### config.mk
export PLATFORM = sky130hd
export DESIGN_NAME = draw_scheduler
export DESIGN_NICKNAME = d
export VERILOG_FILES = /design/src/rtl/draw_scheduler.sv
export SDC_FILE = /design/constraint.sdc
export NUM_CORES = 1
export LEC_CHECK = 0
export ABC_AREA = 1
export BUFFER_PORTS_ARGS = -buffer_cell sky130_fd_sc_hd__buf_4
export CAP_MARGIN = 10
export CORE_AREA = 5 5 83 85
export CTS_CLUSTER_SIZE = 8
export DETAILED_ROUTE_END_ITERATION = 8
export DIE_AREA = 0 0 88 90
export PLACE_DENSITY = 0.67
export SYNTH_ARGS = -nofsm -noshare
export SYNTH_HDL_FRONTEND = slang
export SYNTH_SLANG_ARGS = --single-unit
### constraint.sdc
create_clock -name clock -period 1.8 [get_ports clock]
set_input_delay 0.09 -clock clock [delete_from_list [all_inputs] [get_ports clock]]
set_output_delay 0.09 -clock clock [all_outputs]
set_load 0.005 [all_outputs]
### src/rtl/draw_scheduler.sv
// Frame-level sequencer: grants the shared VGA plot port to each enabled drawing engine
// in index order, muxes its pixel stream, and flags watchdog releases and frame overruns.
module draw_scheduler #(
   parameter int NUM_CLIENTS    = 3,
   parameter int TIMEOUT_CYCLES = 4096,
   parameter int CNT_W          = 12
) (
   input  logic                     clock,
   input  logic                     reset,
   input  logic                     frame_tick,
   input  logic [NUM_CLIENTS-1:0]   client_enable,
   input  logic                     clear_err,
   input  logic [NUM_CLIENTS-1:0]   client_finish,
   input  logic [8*NUM_CLIENTS-1:0] client_x,
   input  logic [7*NUM_CLIENTS-1:0] client_y,
   input  logic [3*NUM_CLIENTS-1:0] client_color,
   output logic [NUM_CLIENTS-1:0]   client_draw,
   output logic [7:0]               x,
   output logic [6:0]               y,
   output logic [2:0]               color,
   output logic                     plot,
   output logic                     busy,
   output logic                     frame_done,
   output logic [NUM_CLIENTS-1:0]   timeout_err,
   output logic                     overrun
);
   localparam int IDX_W = $clog2(NUM_CLIENTS + 1);
   localparam logic [CNT_W-1:0] CNT_LAST    = CNT_W'(TIMEOUT_CYCLES - 1);
   localparam logic [CNT_W-1:0] CNT_FIN_MIN = CNT_W'(2);
   localparam logic [IDX_W-1:0] IDX_LAST    = IDX_W'(NUM_CLIENTS - 1);

   typedef enum logic [2:0] {
      S_IDLE,
      S_SELECT,
      S_DRAW,
      S_GAP,
      S_DONE
   } state_t;

   state_t                 state_q, state_d;
   logic [IDX_W-1:0]       idx_q, idx_d;
   logic [IDX_W-1:0]       grant_q, grant_d;
   logic [CNT_W-1:0]       cnt_q, cnt_d;
   logic [NUM_CLIENTS-1:0] mask_q, mask_d;
   logic [NUM_CLIENTS-1:0] terr_q, terr_d;
   logic                   ovr_q, ovr_d;
   logic [7:0]             x_q;
   logic [6:0]             y_q;
   logic [2:0]             color_q;

   logic [7:0] cx [NUM_CLIENTS];
   logic [6:0] cy [NUM_CLIENTS];
   logic [2:0] cc [NUM_CLIENTS];

   for (genvar gi = 0; gi < NUM_CLIENTS; gi++) begin : g_unpack
      assign cx[gi] = client_x[8*gi +: 8];
      assign cy[gi] = client_y[7*gi +: 7];
      assign cc[gi] = client_color[3*gi +: 3];
   end

   // Granted client's finish and pixel slice, plus its one-hot grant vector.
   logic [NUM_CLIENTS-1:0] grant_oh;
   logic                   fin_sel;
   logic [7:0]             x_sel;
   logic [6:0]             y_sel;
   logic [2:0]             color_sel;

   always_comb begin
      grant_oh  = '0;
      fin_sel   = 1'b0;
      x_sel     = '0;
      y_sel     = '0;
      color_sel = '0;
      for (int k = 0; k < NUM_CLIENTS; k++) begin
         if (grant_q == IDX_W'(k)) begin
            grant_oh[k] = 1'b1;
            fin_sel     = client_finish[k];
            x_sel       = cx[k];
            y_sel       = cy[k];
            color_sel   = cc[k];
         end
      end
   end

   // Lowest enabled client at or above the scan start; descending loop so the lowest wins.
   logic             found;
   logic [IDX_W-1:0] sel_idx;

   always_comb begin
      found   = 1'b0;
      sel_idx = '0;
      for (int k = NUM_CLIENTS - 1; k >= 0; k--) begin
         if (mask_q[k] && (IDX_W'(k) >= idx_q)) begin
            found   = 1'b1;
            sel_idx = IDX_W'(k);
         end
      end
   end

   always_comb begin
      state_d = state_q;
      idx_d   = idx_q;
      grant_d = grant_q;
      cnt_d   = cnt_q;
      mask_d  = mask_q;
      terr_d  = clear_err ? '0 : terr_q;
      ovr_d   = clear_err ? 1'b0 : ovr_q;

      if (frame_tick && (state_q != S_IDLE)) begin
         ovr_d = 1'b1;
      end

      case (state_q)
         S_IDLE: begin
            if (frame_tick) begin
               mask_d  = client_enable;
               idx_d   = '0;
               state_d = S_SELECT;
            end
         end
         S_SELECT: begin
            if (found) begin
               grant_d = sel_idx;
               cnt_d   = '0;
               state_d = S_DRAW;
            end else begin
               state_d = S_DONE;
            end
         end
         S_DRAW: begin
            cnt_d = cnt_q + CNT_W'(1);
            // A finish seen in the first two grant cycles is left over from the last frame.
            if (fin_sel && (cnt_q >= CNT_FIN_MIN)) begin
               state_d = S_GAP;
            end else if (cnt_q == CNT_LAST) begin
               terr_d  = terr_d | grant_oh;
               state_d = S_GAP;
            end
         end
         S_GAP: begin
            idx_d   = grant_q + IDX_W'(1);
            state_d = (grant_q == IDX_LAST) ? S_DONE : S_SELECT;
         end
         S_DONE: begin
            state_d = S_IDLE;
         end
         default: begin
            state_d = S_IDLE;
         end
      endcase
   end

   always_ff @(posedge clock or negedge reset) begin
      if (!reset) begin
         state_q <= S_IDLE;
         idx_q   <= '0;
         grant_q <= '0;
         cnt_q   <= '0;
         mask_q  <= '0;
         terr_q  <= '0;
         ovr_q   <= 1'b0;
         x_q     <= '0;
         y_q     <= '0;
         color_q <= '0;
      end else begin
         state_q <= state_d;
         idx_q   <= idx_d;
         grant_q <= grant_d;
         cnt_q   <= cnt_d;
         mask_q  <= mask_d;
         terr_q  <= terr_d;
         ovr_q   <= ovr_d;
         x_q     <= x_sel;
         y_q     <= y_sel;
         color_q <= color_sel;
      end
   end

   // Decoded straight from state so an asynchronous reset drops the grant at once.
   assign client_draw = (state_q == S_DRAW) ? grant_oh : '0;
   assign plot        = (state_q == S_DRAW) && (cnt_q != '0);
   assign busy        = (state_q != S_IDLE);
   assign frame_done  = (state_q == S_DONE);
   assign x           = x_q;
   assign y           = y_q;
   assign color       = color_q;
   assign timeout_err = terr_q;
   assign overrun     = ovr_q;

endmodule

==> metrics.json <==
{
  "critical-path-max-stage-delay_ns": 0.38,
  "min_delay_path_depth": 3,
  "synth_nets": 334,
  "finalNetCount": 439,
  "grt_antenna_before_repair": 0,
  "vias": 2227,
  "first_global_vias": 2183,
  "ant_nets": 0,
  "utilization": 0.537,
  "final_cell_mix": "93 x buf_4, 56 x nand2_1, 44 x dfrtp_1, 23 x inv_1, 20 x nand3_1",
  "clkSinkCount": 44,
  "synth.yosys.seq_area_share": 0.475,
  "clock_insertion_delay_worst_skew_ns": 0.30,
  "dpl-instance-area_sq_um": 3050,
  "p_leak_nw": 1.64,
  "drc_viols": 0,
  "post_synthesis_cell_count": 264,
  "gp_congestion": 0.826,
  "grt_pass1_wl_mm": 10.4,
  "tritoncts": "yes",
  "cts_made_buffers": 5,
  "die_area_sq_um": 7920,
  "finalWirelength_mm": 6.49,
  "core_sq_um": 6130,
  "num_rows": 29,
  "arrival_ns": 1.55,
  "fin_crit_ns": 1.64,
  "grt.overflow.total": 0,
  "layout_commonest_cell": "buf_4",
  "path_common_cell": "inv_1",
  "worstPathBufferInverterCount": 4,
  "worstMarginPinSlew_ns": 0.573,
  "syn_area_per_cell_sq_um": 8.77,
  "fin_tns_setup_ns": 0,
  "finalHoldViolations": 0,
  "route.detailed.wl_per_inst_um": 14.5,
  "drv_cap": 0,
  "criticalPathCategory": "register to output port",
  "pin_count": 92,
  "cp-end-kind": "output port",
  "power_density_nw_per_um2": 1310,
  "ctsHtreeMaxLevel": 2,
  "fin_skew_ns": 0.0113,
  "worst-endpoint-required_ns": 1.71,
  "ys_seq_elements": 44,
  "critical_path.cell_chain": "inv_1 -> ha_2 -> buf_6 -> inv_1 -> nor2_2 -> buf_4",
  "timing.critical_path.fanout_max": 19,
  "rsz0062_at_grt": "false",
  "max-slew-margin-rel": 0.618,
  "max-vdd-ir-drop_v": 0.000667,
  "drt-initial-drc-count": 112,
  "crit_slowest_cell": "dfrtp_1",
  "clkTransAtPathRegs_ns": 0.08,
  "floorplan.initialDensity": 0.378,
  "global_route.usage.total": 0.166,
  "dpl_worst_slack_ns": 0.266,
  "port-buffer-count": 91,
  "finish.instance_area_sq_um": 3300,
  "cp_top_family": "buffers and inverters",
  "ys_warn_count": 0,
  "pre_repair_dr_iteration_count": 4,
  "bufs_on_longest_clock_path": 2,
  "fin_ws_ns": 0.159,
  "die_h_um": 90,
  "layoutNonFillerInstCount": 447,
  "grt_max_degree": 45,
  "place_inst": 426,
  "rr_worst_depth": 6,
  "fp.dieW_um": 88,
  "finalCritPeriodShare": 0.911,
  "status": "completed",
  "min-delay-path-class": "primary input to register",
  "clock.fmax_mhz": 610,
  "insertedDiodeCount": 0,
  "report.final.slew_viol_count": 0,
  "crit_path_start_kind": "register",
  "critical_path_cell_count": 6,
  "synth_cell_type_count": 35,
  "netlist_area_sq_um": 2320,
  "area_growth_pct": 42.3,
  "clockRootBuffer": "clkbuf_8",
  "dpl.hpwl_mm": 4.89,
  "setup_viol": 0,
  "vias_per_std_cell": 4.98,
  "post_route_cells_drive_above_1_share": 0.349
}
==> registers in the layout, summed over array words and instances, names as in the netlist, 3 cells and up <==
register     flops
y                7
timeout_err      3
color            3
x                8
mask_q           3
cnt_q           12
state_q          3
==> through the flow <==
| stage | total power, mW | hold slack (ns) |
|---|---|---|
| 6_report | 4.33 | 0.0144 |
| 3_3_place_gp | 3.49 | 0.129 |
| 2_1_floorplan | 2.76 | -0.206 |
| 3_5_place_dp | 3.55 | 0.131 |
| 5_1_grt | 4.65 | 0.00819 |
| 4_1_cts | 4.34 | 0.000736 |
==> path summary, 6_finish.rpt <==
check,slack (ns),start,endpoint
max in group asynchronous,1.07,reset,color[0]$_DFF_PN0_
hold reg to reg,0.49,timeout_err[0]$_DFF_PN0_,timeout_err[0]$_DFF_PN0_
setup / recovery,0.16,grant_q[1]$_DFFE_PN0P_,client_draw[1]
min in group asynchronous,0.32,reset,cnt_q[11]$_DFFE_PN0P_
hold / removal,0.01,client_y[18],y[4]$_DFF_PN0_
setup reg to reg,0.21,grant_q[0]$_DFFE_PN0P_,x[6]$_DFF_PN0_
==> routing by layer <==
metal	global-route usage	vias to the layer above	wire, um
li1	-	1101	-
met1	0.201	1056	2610
met2	0.288	62	3450
met3	0.0430	8	335
met4	0.0448	0	90
met5	0	-	0
==> worst register-to-register path: cells and delay by family, from the launching register on <==
kind | cells | cell delay, ns
AO/OA/AOI/OAI | 2 | 0.36
adder cells (fa/ha/maj) | 1 | 0.17
buffers and inverters | 2 | 0.18
flip-flops | 1 | 0.40
AND/OR/NAND/NOR | 1 | 0.37
==> cell usage after synthesis <==
library cell / instances / area (sq um)
nand2_4: 1 / 11.3
inv_4: 1 / 6.26
a22o_1: 1 / 8.76
a21oi_1: 2 / 10.0
nand2_1: 56 / 210
inv_1: 23 / 86.3
o21ai_0: 18 / 90.1
o21ai_2: 2 / 17.5
dfrtp_1: 44 / 1100
inv_2: 4 / 15.0
nor3_1: 2 / 10.0
nor2_1: 15 / 56.3
or2_2: 1 / 6.26
o22ai_2: 2 / 25.0
nor2_2: 4 / 25.0
nand3_1: 20 / 100
or2_1: 1 / 6.26
buf_6: 2 / 22.5
xnor2_1: 1 / 8.76
nor3_2: 2 / 20.0
nor2_4: 3 / 33.8
nand2_2: 2 / 12.5
a41oi_1: 1 / 8.76
nand3_2: 1 / 10.0
ha_1: 6 / 75.1
clkbuf_1: 3 / 11.3
a22oi_1: 18 / 135
mux2_2: 3 / 33.8
nand4_1: 4 / 25.0
o22ai_1: 7 / 43.8
nor3_4: 1 / 16.3
o211ai_1: 1 / 7.51
clkinv_1: 1 / 3.75
buf_4: 3 / 22.5
o21ai_1: 8 / 40.0
==> area by class of cell <==
type | instances | area [sq um]
tap | 77 | 96.3
timing repair buffer | 106 | 830
sequential | 44 | 1100
inverter | 29 | 111
clock buffer | 6 | 72.6
multi-input combinational | 183 | 1050
fill | 572 | 2840
clock inverter | 2 | 35.0
==> cell families after synthesis <==
kind of cell / count (synthesis) / synth area share
and+or+nand+nor: 113 / 0.234
AOI/OAI and AO/OA: 60 / 0.167
DFF: 44 / 0.475
buffers and inverters: 37 / 0.0724
adders and majority gates: 6 / 0.0324
muxes: 3 / 0.0146
xor gates and xnor gates: 1 / 0.00378
==> power by group <==
part           switching, mW  leakage (nW)  total [mW]  internal (mW)
clock                  0.342        0.0552       0.754          0.412
combinational           1.16          1.01        2.07          0.907
sequential             0.182         0.570        1.50           1.32
==> what timing repair did <==
action | 4_1_cts | 5_1_grt
endpoints found under the setup margin | 0 | 4
hold endpoints to repair | 55 | 0
hold buffers | 12 | 0
buffers inserted | 0 | 1
gates resized for setup | 0 | 2
Note: power is estimated with default switching activity, not from simulation.
